## src/rtl/pipeline_hazard_ctrl.sv

```systemverilog
// Pipeline hazard controller: load-use interlock, multi-cycle multiply hold,
// branch flush and memory-wait freeze, with a saturating stall counter.
module pipeline_hazard_ctrl #(
  parameter int unsigned MULT_CYCLES = 4
) (
  input  logic        clk,
  input  logic        rst_n,
  input  logic        id_valid,
  input  logic [4:0]  id_regA,
  input  logic [4:0]  id_regB,
  input  logic        id_usesA,
  input  logic        id_usesB,
  input  logic        id_is_mult,
  input  logic        jump_or_branch,
  input  logic        ex_is_load,
  input  logic        ex_reg_write,
  input  logic [4:0]  ex_write_reg,
  input  logic        mem_wait,
  output logic        reg_lock_if,
  output logic        reg_lock_id,
  output logic        reg_lock_ex,
  output logic        reg_lock_mem,
  output logic        bubble_ex,
  output logic        bubble_mem,
  output logic        flush_if,
  output logic [1:0]  state,
  output logic [15:0] stall_count
);

  typedef enum logic [1:0] {
    StRun  = 2'b00,
    StMult = 2'b01
  } state_e;

  state_e      state_q, state_d;
  logic [3:0]  mcnt_q, mcnt_d;
  logic [15:0] stall_q, stall_d;
  logic        load_use;

  assign load_use = ex_is_load & ex_reg_write & (ex_write_reg != 5'd0) & id_valid &
                    ((id_usesA & (id_regA == ex_write_reg)) |
                     (id_usesB & (id_regB == ex_write_reg)));

  always_comb begin
    state_d      = state_q;
    mcnt_d       = mcnt_q;
    reg_lock_if  = 1'b0;
    reg_lock_id  = 1'b0;
    reg_lock_ex  = 1'b0;
    reg_lock_mem = 1'b0;
    bubble_ex    = 1'b0;
    bubble_mem   = 1'b0;
    flush_if     = 1'b0;

    if (mem_wait) begin
      // Full freeze: nothing advances, state and counter hold.
      reg_lock_if  = 1'b1;
      reg_lock_id  = 1'b1;
      reg_lock_ex  = 1'b1;
      reg_lock_mem = 1'b1;
    end else begin
      unique case (state_q)
        StRun: begin
          if (load_use) begin
            reg_lock_if = 1'b1;
            reg_lock_id = 1'b1;
            bubble_ex   = 1'b1;
          end else if (id_valid && id_is_mult) begin
            state_d = StMult;
            mcnt_d  = 4'(MULT_CYCLES - 2);
          end else if (id_valid && jump_or_branch) begin
            flush_if = 1'b1;
          end
        end
        StMult: begin
          reg_lock_if = 1'b1;
          reg_lock_id = 1'b1;
          reg_lock_ex = 1'b1;
          bubble_mem  = 1'b1;
          if (mcnt_q == 4'd0) begin
            state_d = StRun;
          end else begin
            mcnt_d = mcnt_q - 4'd1;
          end
        end
        default: state_d = StRun;
      endcase
    end

    // Outputs are forced low for the whole reset, not just after the next edge.
    if (!rst_n) begin
      reg_lock_if  = 1'b0;
      reg_lock_id  = 1'b0;
      reg_lock_ex  = 1'b0;
      reg_lock_mem = 1'b0;
      bubble_ex    = 1'b0;
      bubble_mem   = 1'b0;
      flush_if     = 1'b0;
    end
  end

  always_comb begin
    stall_d = stall_q;
    if (reg_lock_if && (stall_q != 16'hFFFF)) begin
      stall_d = stall_q + 16'd1;
    end
  end

  always_ff @(posedge clk or negedge rst_n) begin
    if (!rst_n) begin
      state_q <= StRun;
      mcnt_q  <= 4'd0;
      stall_q <= 16'd0;
    end else begin
      state_q <= state_d;
      mcnt_q  <= mcnt_d;
      stall_q <= stall_d;
    end
  end

  assign state       = state_q;
  assign stall_count = stall_q;

endmodule

```

## config.mk

```make
export PLATFORM = sky130hd
export DESIGN_NAME = pipeline_hazard_ctrl
export DESIGN_NICKNAME = d
export VERILOG_FILES = /design/src/rtl/pipeline_hazard_ctrl.sv
export SDC_FILE = /design/constraint.sdc
export NUM_CORES = 1
export LEC_CHECK = 0
export CAP_MARGIN = 20
export CORE_MARGIN = 8
export CORE_UTILIZATION = 47
export CTS_BUF_LIST = sky130_fd_sc_hd__clkbuf_2 sky130_fd_sc_hd__clkbuf_4 sky130_fd_sc_hd__clkbuf_8
export DETAILED_ROUTE_END_ITERATION = 8
export PLACE_DENSITY = 0.86
export SLEW_MARGIN = 20
export SYNTH_ARGS = -nofsm -noshare
export SYNTH_HDL_FRONTEND = slang
export SYNTH_SLANG_ARGS = --single-unit
```

## constraint.sdc

```tcl
create_clock -name clk -period 3.3 [get_ports clk]
set_input_delay 0.99 -clock clk [delete_from_list [all_inputs] [get_ports clk]]
set_output_delay 0.99 -clock clk [all_outputs]
set_load 0.02 [all_outputs]
```

==> results of run 1 <==
==> kinds of logic (layout without fill, tap and decap cells) <==
group	count (synthesis)	after routing	share of synthesized area, %
muxes	4	4	2.963
other	1	1	0.2538
and+or+nand+nor	67	67	35.31
AOI/OAI and AO/OA	8	8	5.080
DFF	21	21	35.56
xor gates and xnor gates	23	23	13.63
adders and majority gates	3	3	2.540
buffers and inverters	10	71	4.657
==> Yosys cell counts, drive strengths merged <==
cell     instances
dfrtp           21
nand2           13
xor2            12
nor4b           11
xnor2           11
nand3            9
nor2             8
and3             6
buf              4
inv              4
nor3b            4
ha               3
mux2             3
nand4            3
a211o            2
a31oi            2
and2             2
and3b            2
clkbuf           2
nor2b            2
nor4bb           2
a21boi           1
a21oi            1
a2bb2oi          1
and4bb           1
conb             1
mux2i            1
nand3b           1
nand4bb          1
nor3             1
o22ai            1
or3              1
==> worst min path at each step <==
stage / from / end / cells after the start / slack [ns]
6_report: stall_count[5] / stall_count[5] / 1 / 0.51
3_3_place_gp: stall_count[8] / stall_count[8] / 1 / 0.48
5_1_grt: stall_count[8] / stall_count[8] / 1 / 0.53
4_1_cts: stall_count[11] / stall_count[11] / 1 / 0.51
3_5_place_dp: stall_count[11] / stall_count[11] / 1 / 0.49
2_1_floorplan: mcnt_q[3] / mcnt_q[3] / 1 / 0.50
==> timing repair <==
item                                    CTS  global route
resized for setup                        49            21
endpoints found under the setup margin    7             6
pin swaps                                 5            13
setup buffers                             3             1
==> stage by stage <==
| step | util, % | instance area, µm² | std cells | hold slack (ns) | worst slack [ns] |
|---|---|---|---|---|---|
| 2_1_floorplan | - | 1480 | 137 | 0.4983 | 0.08308 |
| 5_1_grt | 69.67 | 2110 | 242 | 0.5345 | -0.001307 |
| 4_1_cts | 69.42 | 2102 | 241 | 0.5111 | -0.007258 |
| 3_3_place_gp | 67.52 | 2044 | 234 | 0.4787 | -0.6528 |
| 3_5_place_dp | 67.52 | 2044 | 234 | 0.4907 | -0.7928 |
| 6_report | 69.67 | 2110 | 242 | 0.5096 | 0.05145 |
==> where the power goes <==
part / leakage [nW] / internal [mW] / total [mW] / switching, mW
clock: 0.0177 / 0.0454 / 0.127 / 0.0821
sequential: 0.264 / 0.331 / 0.419 / 0.0885
combinational: 0.685 / 0.268 / 0.523 / 0.255
==> state kept, by name (all words and copies together), names as in the netlist <==
signal and count:
stall_count 16, state 1, mcnt_q 4
==> layer usage <==
metal | vias up | part of all wire, %
li1 | 605 | -
met1 | 626 | 40
met2 | 43 | 52
met3 | 5 | 6.9
met4 | 0 | 1.3
met5 | - | 0
==> worst reg2reg max path: stages, from the launching register on <==
cell and delay (ns):
dfrtp_1 0.43, ha_1 0.21, nand2_1 0.06, nor2_1 0.30
and3_1 0.24, nor3b_4 0.40, buf_4 0.28, nor4b_2 0.08
xor2_1 0.15
==> area by class of cell <==
class	instances	area (µm²)
well taps	44	55.05
clock inverters	1	5.005
repair buffers	63	553.0
clock buffers	3	22.52
inverters	4	15.01
multi-input cells	106	933.4
flip-flops and latches	21	525.5
fillers	236	918.4
==> results.sh, run 1 <==
export IMPL_cts_tree="built"
export IMPL_grt_pass1_wl_mm=6.727
export IMPL_dp_hpwl_mm=3.156
export IMPL_critical_path_buf_inv_count=2
export IMPL_dieArea_um2=5194
export IMPL_vias_per_cell=5.285
export IMPL_gr_usage_met1_pct=16.63
export IMPL_timing_setup_tns_ns=0
export IMPL_avgRoutedWirePerCell_um=16.37
export IMPL_setup_viol_count_final=0
export IMPL_cellLeakagePower_nw=0.9668
export IMPL_start_util_pct=48.80
export IMPL_grt_util_met3_pct=4.545
export IMPL_synth_area_leader_cell="dfrtp_1"
export IMPL_drtIter0Drc=40
export IMPL_clkTransAtPathRegs_ns=0.12
export IMPL_port_buffers=48
export IMPL_period_share_pct=98.44
export IMPL_die_x_um=72.07
export IMPL_min_period_ns=3.249
export IMPL_worst_path_largest_cell_delay_ns=0.24
export IMPL_grt_antenna_before_repair=0
export IMPL_gr_usage_all_layers_pct=16.00
export IMPL_antenna_cells=0
export IMPL_vias=1279
export IMPL_drt_first_pass_iters=3
export IMPL_required_ns=2.31
export IMPL_drcViolationCount=0
export IMPL_synthTopCellsByArea="dfrtp_1 (36%), nor4b_2 (7.1%), xor2_1 (7.1%)"
export IMPL_coreArea_um2=3028
export IMPL_crit_end="bubble_ex"
export IMPL_grt_overflow_total=0
export IMPL_worstSetupStartpointType="input pin"
export IMPL_power_density_nw_per_um2=507.2
export IMPL_syn_nets=165
export IMPL_report_final_slew_viol_count=0
export IMPL_synth_cell_type_count=39
export IMPL_finalHoldViolations=0
export IMPL_h_tree_depth=1
export IMPL_cp_slowest_cell="o22ai_4"
export IMPL_power_mw=1.070
export IMPL_syn_inst=137
export IMPL_regToRegSetupSlack_ns=1.03
export IMPL_r2r_cells=8
export IMPL_final_common_cell="clkdlybuf4s50_1"
export IMPL_status="finished clean"
export IMPL_final_cell_mix="clkdlybuf4s50_1 (25), dfrtp_1 (21), buf_4 (15), nand2_1 (13), xor2_1 (12)"
export IMPL_timing_fmax_mhz=307.8
export IMPL_netlist_area_leader_share_pct=35.56
export IMPL_syn_to_final_growth_pct=42.76
export IMPL_row_count=20
export IMPL_routed_wl_mm=3.961
export IMPL_fin_skew_ns=0.008460
export IMPL_clk_latency_ns=0.32
export IMPL_gr_usage_met2_pct=30.19
export IMPL_layout_drive_gt1_share_pct=28.28
export IMPL_root_buffer="clkbuf_4"
export IMPL_gp_congestion=0.8708
export IMPL_grt_max_degree=26
export IMPL_ys_seq_area_share_pct=35.56
export IMPL_reg2reg_to="stall_count[13]"
export IMPL_ir_drop_mv=0.5066
export IMPL_nets=227
export IMPL_syn_area_per_cell_um2=10.79
export IMPL_clockBufferDepth=2
export IMPL_die_h_um=72.07
export IMPL_hold_path_class="flip-flop to flip-flop"
export IMPL_yosysWarnings=0
export IMPL_cp_data_arrival_time_ns=2.26
export IMPL_pin_count=50
export IMPL_ant_nets=0
export IMPL_grt_pass1_vias=1404
export IMPL_critical_path_top_delay_family="simple AND/OR/NAND/NOR gates"
export IMPL_maxCapViolCount=0
export IMPL_cp_max_fo=2
export IMPL_postCtsHoldBufs=0
export IMPL_path_cells="clkdlybuf4s15_1 > xnor2_2 > nand4_1 > o22ai_4 > and2_4 > and3_1 > buf_4"
export IMPL_syn_cell_area_um2=1478
export IMPL_grt_busiest_layer="met2"
export IMPL_cp_depth=7
export IMPL_timing_rr_start="stall_count[0]"
export IMPL_ys_ff_latch=21
export IMPL_clock_sinks=21
export IMPL_cp_startpoint="id_regA[2]"
export IMPL_cp_end_kind="primary output"
export IMPL_path_class="input pin to primary output"
export IMPL_cts_buffers=3
No activity file was read; power rests on OpenSTA's default activity.
==> run 2: changes to the inputs <==
SKIP_LAST_GASP = 1   (was not set)
==> run 2 against run 1 <==
  * Cell count did not move
  * Highest routed layer unchanged
  * Register-to-register slack barely moved
  * Fmax fell by 1.4%
  * Setup slack got worse by 0.045 ns
  * Die area did not move
  * Clock skew barely moved
  * Wire length rose by 0.78%
  * Final area rose by 0.36%
  * Sequential power barely moved
  * First-iteration DRC count fell by 2.5%
  * Sequential share of layout area fell by 0.088 points
  * Non-clock buffer count did not move
==> results.sh, run 2 (same netlist as run 1, synthesis figures left out) <==
export IMPL_postCtsHoldBufs=0
export IMPL_die_x_um=72.07
export IMPL_clock_sinks=21
export IMPL_grt_antenna_before_repair=0
export IMPL_nets=227
export IMPL_ant_nets=0
export IMPL_avgRoutedWirePerCell_um=16.50
export IMPL_cellLeakagePower_nw=0.9772
export IMPL_hp_start="stall_count[5]"
export IMPL_grt_max_degree=26
export IMPL_gp_congestion=0.8708
export IMPL_rsz0062_at_grt="true"
export IMPL_place_area_um2=2044
export IMPL_die_h_um=72.07
export IMPL_holdPathStages=1
export IMPL_syn_to_final_growth_pct=43.27
export IMPL_maxCapViolCount=0
export IMPL_power_density_nw_per_um2=505.8
export IMPL_largest_register_ffs=16
export IMPL_clk_latency_ns=0.32
export IMPL_status="finished clean"
export IMPL_cts_tree="built"
export IMPL_required_ns=2.31
export IMPL_start_util_pct=48.80
export IMPL_cp_data_arrival_time_ns=2.30
export IMPL_h_tree_depth=1
export IMPL_worstSetupStartpointType="input pin"
export IMPL_finalHoldViolations=0
export IMPL_dp_hpwl_mm=3.156
export IMPL_root_buffer="clkbuf_4"
export IMPL_fin_skew_ns=0.008473
export IMPL_cts_buffers=3
export IMPL_antenna_cells=0
export IMPL_r2r_cells=8
export IMPL_row_count=20
export IMPL_layout_drive_gt1_share_pct=29.29
export IMPL_min_to="stall_count[5]"
export IMPL_routed_wl_mm=3.992
export IMPL_reg2reg_to="stall_count[13]"
export IMPL_grt_pass1_wl_mm=6.693
export IMPL_gr_usage_all_layers_pct=15.91
export IMPL_final_cell_mix="clkdlybuf4s50_1 (25), dfrtp_1 (21), buf_4 (15), nand2_1 (13), xor2_1 (12)"
export IMPL_drt_first_pass_iters=3
export IMPL_regToRegSetupSlack_ns=1.04
export IMPL_pin_count=50
export IMPL_dieArea_um2=5194
export IMPL_setup_viol_count_final=0
export IMPL_timing_fmax_mhz=303.6
export IMPL_cp_end_kind="primary output"
export IMPL_pre_cts_slack_ns=-0.7928
export IMPL_postLayoutCoreUtil_pct=69.92
export IMPL_grt_overflow_total=0
export IMPL_final_common_cell="clkdlybuf4s50_1"
export IMPL_stdcell_count=242
export IMPL_report_final_slew_viol_count=0
export IMPL_setup_slack_ns=0.006155
export IMPL_path_class="input pin to primary output"
export IMPL_drcViolationCount=0
export IMPL_coreArea_um2=3028
export IMPL_port_buffers=48
export IMPL_grt_pass1_vias=1399
export IMPL_cp_max_fo=2
export IMPL_drtIter0Drc=39
export IMPL_timing_rr_start="stall_count[0]"
export IMPL_hold_path_class="flip-flop to flip-flop"
export IMPL_design_area_um2=2117
export IMPL_min_period_ns=3.294
export IMPL_ir_drop_mv=0.5067
export IMPL_dpl_cell_count=234
export IMPL_clockBufferDepth=2
export IMPL_clkTransAtPathRegs_ns=0.12
export IMPL_vias_per_cell=5.260
export IMPL_timing_setup_tns_ns=0
export IMPL_vias=1273
export IMPL_period_share_pct=99.81
[run 2: cell count changes in the layout (fill, tap and decap cells not counted)]
cell | before | now
xnor2_2 | 3 | 4
nor3_2 | 0 | 1
dlygate4sd2_1 | 5 | 9
clkdlybuf4s15_1 | 6 | 2
nor3_1 | 1 | 0
xnor2_1 | 8 | 7
[run 2: what timing repair did]
action,in CTS,in global routing
pin swaps,5,11
resized for setup,48,20
setup endpoints to repair,7,5
buffers inserted,3,1
[run 2: critical path: stages]
cell           delay, ns
dlygate4sd2_1       0.24
xnor2_1             0.21
nand4_1             0.20
o22ai_4             0.19
and2_4              0.18
and3_1              0.15
buf_4               0.14
[run 2: area by class of cell]
| cell class | count | area [µm²] |
|---|---|---|
| Multi-Input combinational cell | 106 | 945.9 |
| Fill cell | 237 | 910.9 |
| Timing Repair Buffer | 63 | 548.0 |
| Sequential cell | 21 | 525.5 |
| Tap cell | 44 | 55.05 |
| Clock buffer | 3 | 22.52 |
| Inverter | 4 | 15.01 |
| Clock inverter | 1 | 5.005 |
[run 2: report_power, final]
| part | switching [mW] | leakage (nW) | internal, mW | total (mW) |
|---|---|---|---|---|
| combinational | 0.256 | 0.695 | 0.268 | 0.524 |
| clock | 0.0821 | 0.0177 | 0.0454 | 0.127 |
| sequential | 0.0885 | 0.264 | 0.331 | 0.419 |
[run 2: stage by stage]
stage               hold slack [ns]  power, mW
global placement             0.4787     0.9136
CTS                          0.5111      1.076
floorplan                    0.4983     0.7093
finish                       0.5096      1.071
detailed placement           0.4907     0.9418
global route                 0.5345      1.152
[run 2: routing by layer]
layer	global-route usage [%]	vias up	share of wire, %
met5	0	-	0
met4	3.401	0	1.2
met3	4.408	5	7.0
met2	30.39	43	52
met1	16.63	619	40
li1	-	606	-
[run 2: how the worst max path moves through the flow]
stage	slack, ns	to	startpoint	cells after the start
6_report	0.006	bubble_ex	id_regB[4]	7
5_1_grt	-0.06	reg_lock_if	id_regB[4]	8
4_1_cts	-0.02	flush_if	ex_write_reg[3]	7
3_5_place_dp	-0.79	bubble_ex	ex_write_reg[2]	7
3_3_place_gp	-0.65	bubble_ex	ex_write_reg[1]	7
2_1_floorplan	0.08	flush_if	ex_write_reg[0]	4
==> run 3: changes to the inputs <==
REMOVE_ABC_BUFFERS = 1   (was not set)
==> run 3 against run 2 <==
  * First-iteration DRC count is 18% lower
  * Register-to-register slack worse by 0.19 ns
  * Setup slack better by 0.070 ns
  * Cell count is 2.1% lower
  * Fmax is 2.2% higher
  * Sequential share of layout area is 0.55 points higher
  * Power is 2.2% lower
  * Global-route usage is 1.8 points lower
  * Critical path type unchanged
==> results.sh, run 3 (same netlist as run 1, synthesis figures left out) <==
export IMPL_cp_end_kind="primary output"
export IMPL_cp_data_arrival_time_ns=2.23
export IMPL_sw_frac_of_total_pct=39.50
export IMPL_die_x_um=72.07
export IMPL_pin_count=50
export IMPL_cp_depth=7
export IMPL_start_util_pct=48.80
export IMPL_timing_rr_start="stall_count[0]"
export IMPL_report_final_slew_viol_count=0
export IMPL_die_h_um=72.07
export IMPL_dp_hpwl_mm=2.883
export IMPL_vias_per_cell=5.232
export IMPL_layout_drive_gt1_share_pct=22.80
export IMPL_pre_cts_slack_ns=-0.7349
export IMPL_drtIter0Drc=32
export IMPL_switchingPower_uw=413.6
export IMPL_cts_setup_buffers=0
export IMPL_critical_path_buf_inv_count=2
export IMPL_required_ns=2.31
export IMPL_path_class="input pin to primary output"
export IMPL_dieArea_um2=5194
export IMPL_relSlewSlack_pct=55.51
export IMPL_cp_startpoint="ex_write_reg[3]"
export IMPL_pwr_share_clk_pct=12.7
export IMPL_critical_path_top_delay_family="simple AND/OR/NAND/NOR gates"
export IMPL_power_frac_seq_pct=40.0
export IMPL_grt_pass1_vias=1321
export IMPL_h_tree_depth=1
export IMPL_grt_pass1_wl_mm=6.078
export IMPL_nFillCells=255
export IMPL_timing_fmax_mhz=310.2
export IMPL_postLayoutCoreUtil_pct=68.39
export IMPL_cp_max_fo=3
export IMPL_cts_buffers=3
export IMPL_rsz0062_at_grt="false"
export IMPL_regToRegSetupSlack_ns=0.85
export IMPL_cellLeakagePower_nw=0.9404
export IMPL_clockBufferDepth=2
export IMPL_final_common_cell="clkdlybuf4s50_1"
export IMPL_path_cells="clkdlybuf4s15_1 > xnor2_1 > nand4_1 > o22ai_2 > and2_4 > and3_4 > buf_6"
export IMPL_setup_slack_ns=0.07591
export IMPL_cts_tree="built"
export IMPL_power_internal_uw=633.4
export IMPL_largest_register_ffs=16
export IMPL_worst_pin_slew_ns=0.6666
export IMPL_worstSetupStartpointType="input pin"
export IMPL_setup_viol_count_final=0
export IMPL_grt_overflow_total=0
export IMPL_grt_max_degree=19
export IMPL_fin_skew_ns=0.003166
export IMPL_power_mw=1.047
export IMPL_vias=1240
export IMPL_hp_start="stall_count[8]"
export IMPL_clk_latency_ns=0.30
export IMPL_port_buffers=48
export IMPL_antenna_cells=0
export IMPL_timing_setup_tns_ns=0
export IMPL_nets=222
export IMPL_ant_nets=0
export IMPL_combinationalPowerShare_pct=47.2
export IMPL_clkTransAtPathRegs_ns=0.11
export IMPL_worst_path_largest_cell_delay_ns=0.23
export IMPL_r2r_cells=8
export IMPL_min_period_ns=3.224
export IMPL_maxCapViolCount=0
export IMPL_reg2reg_to="stall_count[8]"
export IMPL_final_cell_mix="clkdlybuf4s50_1 (25), dfrtp_1 (21), dlygate4sd2_1 (14), nand2_1 (13), buf_4 (13)"
export IMPL_coreArea_um2=3028
export IMPL_cp_slowest_cell="clkdlybuf4s15_1"
export IMPL_period_share_pct=97.70
export IMPL_ir_drop_mv=0.4622
export IMPL_drcViolationCount=0
export IMPL_gr_usage_all_layers_pct=14.12
export IMPL_clock_sinks=21
export IMPL_row_count=20
export IMPL_postCtsHoldBufs=0
export IMPL_gp_congestion=0.9334
export IMPL_multi_input_comb_area_um2=913.4
export IMPL_syn_to_final_growth_pct=40.14
export IMPL_status="finished clean"
export IMPL_drt_first_pass_iters=4
export IMPL_finalHoldViolations=0
export IMPL_grt_antenna_before_repair=0
export IMPL_power_density_nw_per_um2=505.6
export IMPL_hold_path_class="flip-flop to flip-flop"
export IMPL_root_buffer="clkbuf_4"
export IMPL_regArea_um2=525.5
export IMPL_worst_hold_slack_ns=0.5042
export IMPL_crit_end="bubble_ex"
export IMPL_routed_wl_mm=3.604
export IMPL_avgRoutedWirePerCell_um=15.21
## run 3: per-layer routing
layer  GRT usage (%)  up-vias  wire length [µm]  part of all wire, %
li1                -      601                 -                    -
met4           2.721        0                29                 0.80
met5               0        -                 0                    0
met1           15.86      594              1573                   44
met2           25.08       43              1698                   47
met3           4.821        2               303                  8.4
## run 3: power groups by stage
stage	sequential, mW	combinational [mW]	clock (mW)
after detailed placement	0.426	0.506	0
after floorplan	0.468	0.226	0
after global placement	0.418	0.491	0
after global routing	0.435	0.539	0.147
final	0.419	0.495	0.133
after CTS	0.421	0.502	0.138
## run 3: worst min path at each step
| stage | to | depth (start not counted) | slack [ns] |
|---|---|---|---|
| final | stall_count[8] | 1 | 0.50 |
| after global routing | stall_count[5] | 1 | 0.53 |
| after CTS | stall_count[8] | 1 | 0.51 |
| after detailed placement | stall_count[8] | 1 | 0.49 |
| after global placement | stall_count[8] | 1 | 0.48 |
| after floorplan | mcnt_q[3] | 1 | 0.50 |
## run 3: what timing repair did
item	4_1_cts	5_1_grt
pin swaps	14	8
gates resized for setup	43	9
endpoints found under the setup margin	7	4
endpoints found under the hold margin	0	0
## run 3: per-stage QoR
step / instances / area, µm²
floorplan: 131 / 1424
global placement: 233 / 2034
detailed placement: 233 / 2034
CTS: 237 / 2058
global route: 237 / 2071
finish: 237 / 2071
## run 3: area by class of cell
type                            instances  share of cell area [%]
Clock buffer                            4                   1.450
Inverter                                4                  0.7251
Multi-Input combinational cell        106                   44.11
Sequential cell                        21                   25.38
Tap cell                               44                   2.659
Timing Repair Buffer                   58                   25.68
